==> src/rtl/cmp_pipe.sv <==
// Two-stage pipelined compare unit with valid/ready handshake and a saturating
// count of delivered true results.
module cmp_pipe #(
  parameter int unsigned N     = 10,
  parameter int unsigned TAG_W = 4,
  parameter int unsigned CNT_W = 16
) (
  input  logic             clk,
  input  logic             rst_n,
  input  logic             in_valid,
  output logic             in_ready,
  input  logic [N-1:0]     in_a,
  input  logic [N-1:0]     in_b,
  input  logic [2:0]       in_op,
  input  logic             in_signed,
  input  logic [TAG_W-1:0] in_tag,
  output logic             out_valid,
  input  logic             out_ready,
  output logic             out_result,
  output logic             out_err,
  output logic [TAG_W-1:0] out_tag,
  input  logic             cnt_clr,
  output logic [CNT_W-1:0] match_cnt
);

  localparam int unsigned EXT_W = N + 1;

  localparam logic [2:0] OP_EQ = 3'b000;
  localparam logic [2:0] OP_NE = 3'b001;
  localparam logic [2:0] OP_LT = 3'b010;
  localparam logic [2:0] OP_GE = 3'b011;
  localparam logic [2:0] OP_GT = 3'b100;
  localparam logic [2:0] OP_LE = 3'b101;

  logic             s1_valid;
  logic             s1_eq;
  logic             s1_lt;
  logic [2:0]       s1_op;
  logic [TAG_W-1:0] s1_tag;

  logic             accept_c;
  logic             deliver_c;
  logic             s2_load_c;
  logic [EXT_W-1:0] a_ext_c;
  logic [EXT_W-1:0] b_ext_c;
  logic [EXT_W-1:0] diff_c;
  logic             result_c;
  logic             err_c;

  // Handshake: S1 may refill in the same cycle it hands its entry to S2.
  always_comb begin
    deliver_c = out_valid & out_ready;
    s2_load_c = s1_valid & (~out_valid | out_ready);
    in_ready  = ~s1_valid | s2_load_c;
    accept_c  = in_valid & in_ready;
  end

  // One extra bit keeps the subtraction exact for both signed and unsigned.
  always_comb begin
    a_ext_c = {in_signed & in_a[N-1], in_a};
    b_ext_c = {in_signed & in_b[N-1], in_b};
    diff_c  = a_ext_c - b_ext_c;
  end

  always_ff @(posedge clk or negedge rst_n) begin
    if (!rst_n) begin
      s1_valid <= 1'b0;
      s1_eq    <= 1'b0;
      s1_lt    <= 1'b0;
      s1_op    <= 3'b000;
      s1_tag   <= '0;
    end else if (accept_c) begin
      s1_valid <= 1'b1;
      s1_eq    <= (diff_c == '0);
      s1_lt    <= diff_c[N];
      s1_op    <= in_op;
      s1_tag   <= in_tag;
    end else if (s2_load_c) begin
      s1_valid <= 1'b0;
    end
  end

  // Relation decode from the registered equal / less-than flags.
  always_comb begin
    result_c = 1'b0;
    err_c    = 1'b0;
    case (s1_op)
      OP_EQ:   result_c = s1_eq;
      OP_NE:   result_c = ~s1_eq;
      OP_LT:   result_c = s1_lt;
      OP_GE:   result_c = ~s1_lt;
      OP_GT:   result_c = ~s1_lt & ~s1_eq;
      OP_LE:   result_c = s1_lt | s1_eq;
      default: err_c    = 1'b1;
    endcase
  end

  always_ff @(posedge clk or negedge rst_n) begin
    if (!rst_n) begin
      out_valid  <= 1'b0;
      out_result <= 1'b0;
      out_err    <= 1'b0;
      out_tag    <= '0;
    end else if (s2_load_c) begin
      out_valid  <= 1'b1;
      out_result <= result_c;
      out_err    <= err_c;
      out_tag    <= s1_tag;
    end else if (deliver_c) begin
      out_valid  <= 1'b0;
    end
  end

  // Clear wins over a coincident increment; count sticks at all-ones.
  always_ff @(posedge clk or negedge rst_n) begin
    if (!rst_n) begin
      match_cnt <= '0;
    end else if (cnt_clr) begin
      match_cnt <= '0;
    end else if (deliver_c && out_result && !(&match_cnt)) begin
      match_cnt <= match_cnt + CNT_W'(1);
    end
  end

endmodule

==> config.mk <==
export PLATFORM = sky130hd
export DESIGN_NAME = cmp_pipe
export DESIGN_NICKNAME = d
export VERILOG_FILES = /design/src/rtl/cmp_pipe.sv
export SDC_FILE = /design/constraint.sdc
export NUM_CORES = 1
export LEC_CHECK = 0
export CORE_ASPECT_RATIO = 0.8
export CORE_MARGIN = 3
export CORE_UTILIZATION = 35
export CTS_BUF_LIST = sky130_fd_sc_hd__clkbuf_8
export CTS_CLUSTER_SIZE = 25
export DETAILED_ROUTE_END_ITERATION = 7
export DONT_BUFFER_PORTS = 1
export GPL_TIMING_DRIVEN = 1
export PLACE_DENSITY = 0.61
export SLEW_MARGIN = 20
export SYNTH_ARGS = -nofsm -noshare
export SYNTH_HDL_FRONTEND = slang
export SYNTH_SLANG_ARGS = --single-unit
==> constraint.sdc <==
create_clock -name clk -period 5.1 [get_ports clk]
set_input_delay 0.51 -clock clk [delete_from_list [all_inputs] [get_ports clk]]
set_output_delay 0.51 -clock clk [all_outputs]
set_load 0.1 [all_outputs]
==> results of run 1 <==
-- cells by family (layout without fill, tap and decap cells) --
kind of cell / after synthesis / in the layout / synth area share (%)
fa+ha+maj: 12 / 12 / 7.646
xor+xnor: 19 / 19 / 8.070
buf+inv: 22 / 27 / 4.126
mux: 15 / 15 / 8.010
simple gates: 75 / 75 / 18.45
flops: 33 / 33 / 40.05
compound gates: 42 / 42 / 13.65
-- synth_stat cells, types with 2 or more instances --
cell type and count:
sky130_fd_sc_hd__a211oi_1 3, sky130_fd_sc_hd__a21o_1 3, sky130_fd_sc_hd__a21oi_1 12, sky130_fd_sc_hd__and3_1 3, sky130_fd_sc_hd__and4_1 2, sky130_fd_sc_hd__buf_2 2
sky130_fd_sc_hd__dfrtp_1 33, sky130_fd_sc_hd__ha_1 11, sky130_fd_sc_hd__inv_1 17, sky130_fd_sc_hd__mux2_2 12, sky130_fd_sc_hd__mux2i_1 3, sky130_fd_sc_hd__nand2_1 13
sky130_fd_sc_hd__nand2b_1 5, sky130_fd_sc_hd__nand3_1 8, sky130_fd_sc_hd__nand4_1 5, sky130_fd_sc_hd__nor2_1 25, sky130_fd_sc_hd__nor3_1 4, sky130_fd_sc_hd__o2111ai_1 2
sky130_fd_sc_hd__o21ai_0 12, sky130_fd_sc_hd__o21ai_1 2, sky130_fd_sc_hd__o31ai_1 2, sky130_fd_sc_hd__or3_1 3, sky130_fd_sc_hd__xnor2_1 9, sky130_fd_sc_hd__xor2_1 10
-- per-stage QoR --
step / setup WS, ns / utilization (%) / power [mW]
after floorplan: 2.266 / - / 0.5226
after global placement: 2.107 / 38.35 / 0.5426
after detailed placement: 2.040 / 38.35 / 0.5458
after CTS: 2.025 / 40.19 / 0.7395
after global routing: 1.869 / 40.19 / 0.7712
final: 2.052 / 40.19 / 0.7318
-- placed cells by master (no fill, tap or decap), drive strengths merged --
cell type / instances
nand2: 14
xnor2: 9
o21bai: 1
a21boi: 1
or4: 1
nand3: 8
a211oi: 3
o22ai: 1
o2111ai: 2
o21ai: 14
nand2b: 5
nor3: 4
nor2: 25
clkbuf: 5
mux2: 12
buf: 1
a2111oi: 1
nor3b: 2
clkinv: 2
or3: 3
mux2i: 3
a21o: 3
and3: 3
and4: 2
o31ai: 2
a21oi: 13
o41ai: 1
ha: 11
xor2: 10
nand4: 5
nand3b: 2
fa: 1
or2b: 1
dfrtp: 33
inv: 19
-- registers in the layout (all words and copies together), names as in the netlist --
register,cells
s1_op,3
s1_lt,1
out_result,1
out_valid,1
match_cnt,16
s1_eq,1
s1_tag,4
s1_valid,1
out_tag,4
out_err,1
-- worst register-to-register path: stages, from the launching register on --
cell                       delay, ns
sky130_fd_sc_hd__dfrtp_1        0.77
sky130_fd_sc_hd__nand3b_2       0.71
sky130_fd_sc_hd__nand2_2        0.30
sky130_fd_sc_hd__nor3_1         0.25
sky130_fd_sc_hd__nand4_1        0.09
sky130_fd_sc_hd__or4_1          0.53
sky130_fd_sc_hd__o41ai_2        0.28
-- layout make-up --
cell class | count | area [µm²] | share of cell area [%]
clock buffer | 5 | 68.82 | 3.066
multi-input combinational | 163 | 1151 | 51.28
sequential | 33 | 825.8 | 36.79
timing repair buffer | 1 | 20.02 | 0.8919
inverter | 18 | 67.56 | 3.010
tap | 78 | 97.59 | 4.348
clock inverter | 3 | 13.76 | 0.6132
-- power by group --
| group | internal (mW) | switching [mW] | leakage, nW |
|---|---|---|---|
| combinational | 0.0576 | 0.0682 | 0.502 |
| sequential | 0.285 | 0.135 | 0.424 |
| clock | 0.0925 | 0.0934 | 0.0491 |
-- worst min path at each step --
stage / startpoint / endpoint / slack, ns / cells after the start
finish: rst_n / match_cnt[9] / 0.05 / 1
global route: rst_n / match_cnt[9] / 0.05 / 1
CTS: rst_n / match_cnt[9] / 0.06 / 1
detailed placement: rst_n / match_cnt[4] / 0.22 / 0
global placement: rst_n / match_cnt[5] / 0.22 / 0
floorplan: rst_n / match_cnt[0] / 0.21 / 0
-- layer usage --
metal / vias up / wire length (µm) / GRT usage (%)
li1: 774 / - / -
met1: 718 / 1963 / 16.01
met2: 38 / 1781 / 18.95
met3: 4 / 300 / 5.495
met4: 0 / 41 / 3.460
met5: - / 0 / 0
==> qor.json, run 1 <==
{
  "synth": {
    "synth_seq_area_share_pct": 40.05,
    "post_synth_num_cell_types": 41,
    "synth_top_cell_area_share_pct": 40.05,
    "async_reset_ff_share_pct": 100.0,
    "netlist_area_mm2": 0.002062,
    "netlist.top_cell.by_area": "sky130_fd_sc_hd__dfrtp_1",
    "number_of_warning_messages_in_the_yosys_log": 0,
    "postSynthRegisterBits": 33,
    "ys.flop_type": "sky130_fd_sc_hd__dfrtp_1",
    "mappedNetlistNets": 263,
    "synthCells": 218,
    "synth-edff-count": 0,
    "synthTopCellsByArea": "sky130_fd_sc_hd__dfrtp_1 (40%), sky130_fd_sc_hd__ha_1 (6.7%), sky130_fd_sc_hd__mux2_2 (6.6%)",
    "postSynthAreaPerCell_um2": 9.459
  },
  "timing": {
    "timing.max_slew.rel_slack_pct": 31.46,
    "maxSlewViolCount": 0,
    "timing_worst_slew_pin_value_ns": 1.028,
    "setup_total_negative_slack_ns": 0,
    "finalClockSkew_ns": 0.007754,
    "timing.hold.ws_ns": 0.05238,
    "final_report_setup_violation_count": 0,
    "fmaxAchievable_mhz": 328.1,
    "period_minus_slack_ns": 3.048,
    "rsz0062_at_grt": "no",
    "hold_viol_final": 0,
    "min_period_over_period_pct": 59.77
  },
  "worst_hold_path": {
    "worstHoldPathType": "in2async"
  },
  "place": {
    "finalWeightedCongestion": 0.8010,
    "hpwlAfterDp_mm": 3.116,
    "postPlaceCellArea_mm2": 0.002142,
    "placed_cells_incl_taps": 292,
    "numPortBuffers": 0
  },
  "cts": {
    "cts_tree": "built",
    "clock_latency_ns": 0.28,
    "numCtsBuffers": 5,
    "root_buffer": "sky130_fd_sc_hd__clkbuf_8",
    "cts.sinks": 33,
    "postCtsResizedCells": 0,
    "cts_setup_buffers": 0,
    "cts-root-to-sink-buffers": 2,
    "clk_transition_reported_paths_ns": 0.07,
    "cts_hold_buffers": 1,
    "h_tree_depth": 2
  },
  "die": {
    "floorplan.core_area_mm2": 0.005585,
    "boundaryPins": 57,
    "chipHeight_um": 74.65,
    "initial_core_util_pct": 36.92,
    "die_width_um": 91.82,
    "floorplan.rows": 24,
    "design.die.area_mm2": 0.006854
  },
  "routing": {
    "antenna_violating_nets_post_route": 0,
    "avgViaCountPerCell": 5.096,
    "detail_route.first_pass.iterations": 4,
    "wl_per_cell_um": 13.57,
    "remaining_drc_errors": 0,
    "drt_first_iter_violations": 45,
    "detail_route.wirelength_mm": 4.086,
    "routed-via-count": 1534
  },
  "layout": {
    "stdcell_area_mm2": 0.002245,
    "antenna_cells_inserted": 0,
    "syn2layout_area_growth_pct": 8.859,
    "nFillCells": 565,
    "drive_above_1_share_pct": 12.11,
    "finish.cell_count_without_fillers": 301,
    "final_net_count": 267
  },
  "worst_setup_path": {
    "startpoint_type": "register",
    "crit_family": "simple AND/OR/NAND/NOR gates",
    "crit_arrival_ns": 3.23,
    "cp-endpoint": "s1_eq",
    "worstReg2RegEnd": "s1_eq",
    "register_to_register_setup_slack_ns": 2.05,
    "cp_slowest_stage_delay_ns": 0.77,
    "r2r.worst_path.cells": 6,
    "worst_ep_required_time_ns": 5.28,
    "criticalPathCategory": "reg2reg",
    "r2r-start": "out_valid",
    "critical_path.startpoint": "out_valid",
    "critical_path.n_buffers_inverters": 0,
    "highest_fanout_seen_on_the_critical_path": 10,
    "end_kind": "register",
    "path_cells": "nand3b_2, nand2_2, nor3_1, nand4_1, or4_1, o41ai_2",
    "cp_num_cells": 6,
    "cp_slowest_cell": "sky130_fd_sc_hd__dfrtp_1"
  },
  "global_route": {
    "grt_pass1_vias": 1404,
    "grt_pass1_wl_mm": 6.713,
    "grt_start_max_net_pins": 34,
    "grt_antenna_before_repair": 0,
    "overall_fraction_of_global_route_tracks_in_use_pct": 12.35,
    "grt_residual_overflow": 0
  },
  "run": {
    "maxCapViolCount": 0
  },
  "outcome": {
    "status": "completed"
  },
  "pwr": {
    "power.static_leakage_nw": 0.9760,
    "max-vdd-ir-drop_mv": 0.1744,
    "p_per_area_mw_per_mm2": 326.0
  }
}
(Power assumes the default switching activity.)
==> inputs of run 2 (changes only) <==
- clock period: 5.1 -> 2.9 ns (I/O delays scaled with it)
==> run 2 against run 1 <==
Effect of this change: sequential share of layout area decreased by 2.8 points; non-clock buffer count grew 20; combinational power up 150%; die area unchanged; flip-flop and latch count did not move; core utilization rose by 3.3 points; clock power up 140%; critical endpoint unchanged; highest routed layer unchanged.
==> qor.json, run 2 (synthesis gave the netlist of run 1 again) <==
{
  "routing": {
    "wl_per_cell": {"value": 13.41, "unit": "µm", "change": "-1.2%"},
    "detail_route.first_pass.iterations": {"value": 4, "change": "unchanged"},
    "avgViaCountPerCell": {"value": 5.009, "change": "-1.7%"},
    "routed-via-count": {"value": 1608, "change": "+4.8%"},
    "antenna_violating_nets_post_route": {"value": 0, "change": "unchanged"},
    "detail_route.wirelength": {"value": 4.306, "unit": "mm", "change": "+5.4%"},
    "remaining_drc_errors": {"value": 0, "change": "unchanged"},
    "drt_first_iter_violations": {"value": 65, "change": "+44%"}
  },
  "worst_setup_path": {
    "register_to_register_setup_slack": {"value": 0.93, "unit": "ns", "change": "-1.12 ns"},
    "critical_path.most_common_cell": "sky130_fd_sc_hd__inv_1",
    "worst_ep_required_time": {"value": 3.08, "unit": "ns", "change": "-2.20 ns"},
    "cp_slowest_stage_delay": {"value": 0.55, "unit": "ns", "change": "-0.22 ns"},
    "r2r.worst_path.cells": {"value": 6, "change": "unchanged"},
    "startpoint_type": "input pin",
    "highest_fanout_seen_on_the_critical_path": {"value": 3, "change": "-7"},
    "crit_arrival": {"value": 2.35, "unit": "ns", "change": "-0.88 ns"},
    "r2r-start": "s1_valid",
    "cp_slowest_cell": "sky130_fd_sc_hd__or4_1",
    "critical_path.n_buffers_inverters": {"value": 2, "change": "+2"},
    "worstReg2RegEnd": "s1_eq",
    "criticalPathCategory": "in2reg",
    "crit_family": "simple AND/OR/NAND/NOR gates",
    "end_kind": "register",
    "path_cells": "inv_1, ha_1, inv_1, fa_1, xor2_1, a2111oi_4, nand4_1, or4_1, o41ai_2"
  },
  "place": {
    "numPortBuffers": {"value": 0, "change": "unchanged"},
    "placed_cells_incl_taps": {"value": 311, "change": "+6.5%"},
    "hpwlAfterDp": {"value": 3.306, "unit": "mm", "change": "+6.1%"},
    "finalWeightedCongestion": {"value": 0.8120, "change": "+1.4%"}
  },
  "worst_hold_path": {
    "holdPathEnd": "match_cnt[9]",
    "holdPathStages": 1,
    "min-delay-start": "cnt_clr",
    "worstHoldPathType": "in2reg"
  },
  "global_route": {
    "grt_start_max_net_pins": {"value": 34, "change": "unchanged"},
    "grt_residual_overflow": {"value": 0, "change": "unchanged"},
    "overall_fraction_of_global_route_tracks_in_use": {"value": 13.05, "unit": "%", "change": "+0.70 points"},
    "grt_antenna_before_repair": {"value": 0, "change": "unchanged"},
    "grt_pass1_vias": {"value": 1528, "change": "+8.8%"},
    "grt_pass1_wl": {"value": 7.196, "unit": "mm", "change": "+7.2%"}
  },
  "die": {
    "boundaryPins": {"value": 57, "change": "unchanged"},
    "design.die.area": {"value": 0.006854, "unit": "mm²", "change": "unchanged"},
    "floorplan.rows": {"value": 24, "change": "unchanged"},
    "chipHeight": {"value": 74.65, "unit": "µm", "change": "unchanged"},
    "floorplan.core_area": {"value": 0.005585, "unit": "mm²", "change": "unchanged"},
    "initial_core_util": {"value": 36.92, "unit": "%", "change": "unchanged"},
    "die_width": {"value": 91.82, "unit": "µm", "change": "unchanged"}
  },
  "timing": {
    "hold_viol_final": {"value": 0, "change": "unchanged"},
    "maxSlewViolCount": {"value": 0, "change": "unchanged"},
    "final_report_setup_violation_count": {"value": 0, "change": "unchanged"},
    "fmaxAchievable_mhz": 460.6,
    "finalClockSkew": {"value": 0.007035, "unit": "ns", "change": "-0.0007185 ns"},
    "min_period_over_period_pct": 74.87,
    "timing_worst_slew_pin_value": {"value": 0.9100, "unit": "ns", "change": "-0.1180 ns"},
    "setup_total_negative_slack": {"value": 0, "unit": "ns", "change": "unchanged"},
    "timing.max_slew.rel_slack": {"value": 39.33, "unit": "%", "change": "+7.9 points"},
    "rsz0062_at_grt": "no",
    "period_minus_slack_ns": 2.171
  },
  "cts": {
    "cts_tree": "built",
    "clk_transition_reported_paths": {"value": 0.08, "unit": "ns", "change": "about the same"},
    "cts_hold_buffers": {"value": 2, "change": "+1"},
    "clock_latency": {"value": 0.28, "unit": "ns", "change": "about the same"},
    "root_buffer": "sky130_fd_sc_hd__clkbuf_8",
    "cts-root-to-sink-buffers": {"value": 2, "change": "unchanged"},
    "cts_setup_buffers": {"value": 0, "change": "unchanged"},
    "numCtsBuffers": {"value": 5, "change": "unchanged"},
    "h_tree_depth": {"value": 2, "change": "unchanged"},
    "postCtsResizedCells": {"value": 0, "change": "unchanged"},
    "cts.sinks": {"value": 33, "change": "unchanged"}
  },
  "layout": {
    "top_library_cells_by_usage_in_the_layout_fill_and_taps_aside": "sky130_fd_sc_hd__dfrtp_1 (33), sky130_fd_sc_hd__nor2_1 (25), sky130_fd_sc_hd__buf_4 (19)",
    "largest_register_ff_count": {"value": 16, "change": "unchanged"},
    "layout.area.seq": {"value": 825.8, "unit": "µm²", "change": "unchanged"},
    "syn2layout_area_growth_pct": 17.84,
    "antenna_cells_inserted": {"value": 0, "change": "unchanged"},
    "final_net_count": {"value": 287, "change": "+7.5%"},
    "registers.top_by_ff_count": "match_cnt",
    "finish.cell_count_without_fillers": {"value": 321, "change": "+6.6%"},
    "multi_input_gate_area": {"value": 0.001151, "unit": "mm²", "change": "unchanged"},
    "biggestRegsByFlops": "match_cnt (16), out_tag (4), s1_tag (4)",
    "drive_above_1_share": {"value": 19.34, "unit": "%", "change": "+7.2 points"},
    "nFillCells": {"value": 565, "change": "unchanged"},
    "layout.cells.most_common": "sky130_fd_sc_hd__dfrtp_1"
  },
  "run": {
    "maxCapViolCount": {"value": 0, "change": "unchanged"}
  },
  "pwr": {
    "p_per_area": {"value": 583.1, "unit": "mW/mm²", "change": "+79%"},
    "max-vdd-ir-drop": {"value": 0.2321, "unit": "mV", "change": "+33%"},
    "power.static_leakage": {"value": 1.087, "unit": "nW", "change": "+11%"}
  },
  "outcome": {
    "status": "completed"
  }
}
[run 2: where the power goes]
group	switching (mW)	total, mW	internal (mW)
combinational	0.196	0.310	0.114
clock	0.183	0.440	0.257
sequential	0.165	0.667	0.502
[run 2: final cells by class]
| type | instances | share of cell area, % |
|---|---|---|
| multi-input combinational | 163 | 47.37 |
| tap | 78 | 4.016 |
| clock inverter | 3 | 1.905 |
| timing repair buffer | 21 | 7.106 |
| sequential | 33 | 33.99 |
| clock buffer | 5 | 2.832 |
| inverter | 18 | 2.781 |
[run 2: through the flow]
step / hold slack (ns) / power [mW] / cell area, µm² / setup WS (ns) / util, %
after global routing: 0.05026 / 1.485 / 2430 / 0.5780 / 43.50
after floorplan: -0.005591 / 0.9190 / 2062 / 0.06575 / -
after detailed placement: -0.004859 / 0.9762 / 2285 / 0.4114 / 40.91
after global placement: -0.004872 / 0.9694 / 2285 / 0.5499 / 40.91
after CTS: 0.05713 / 1.431 / 2430 / 0.7158 / 43.50
final: 0.06146 / 1.417 / 2430 / 0.7288 / 43.50
[run 2: routing by layer]
metal | wire length (µm) | GRT usage (%) | vias up
li1 | - | - | 812
met1 | 2009 | 17.22 | 742
met2 | 1838 | 19.76 | 52
met3 | 446 | 6.394 | 2
met4 | 11 | 2.471 | 0
met5 | 0 | 0 | -
[run 2: how the worst max path moves through the flow]
stage               cells past startpoint  endpoint  slack (ns)       from
finish                                  9     s1_eq        0.73    in_a[0]
global route                            9     s1_eq        0.58    in_a[0]
CTS                                     9     s1_eq        0.72    in_a[0]
detailed placement                      9     s1_eq        0.41    in_a[0]
global placement                        9     s1_eq        0.55    in_a[0]
floorplan                               6     s1_eq        0.07  out_valid
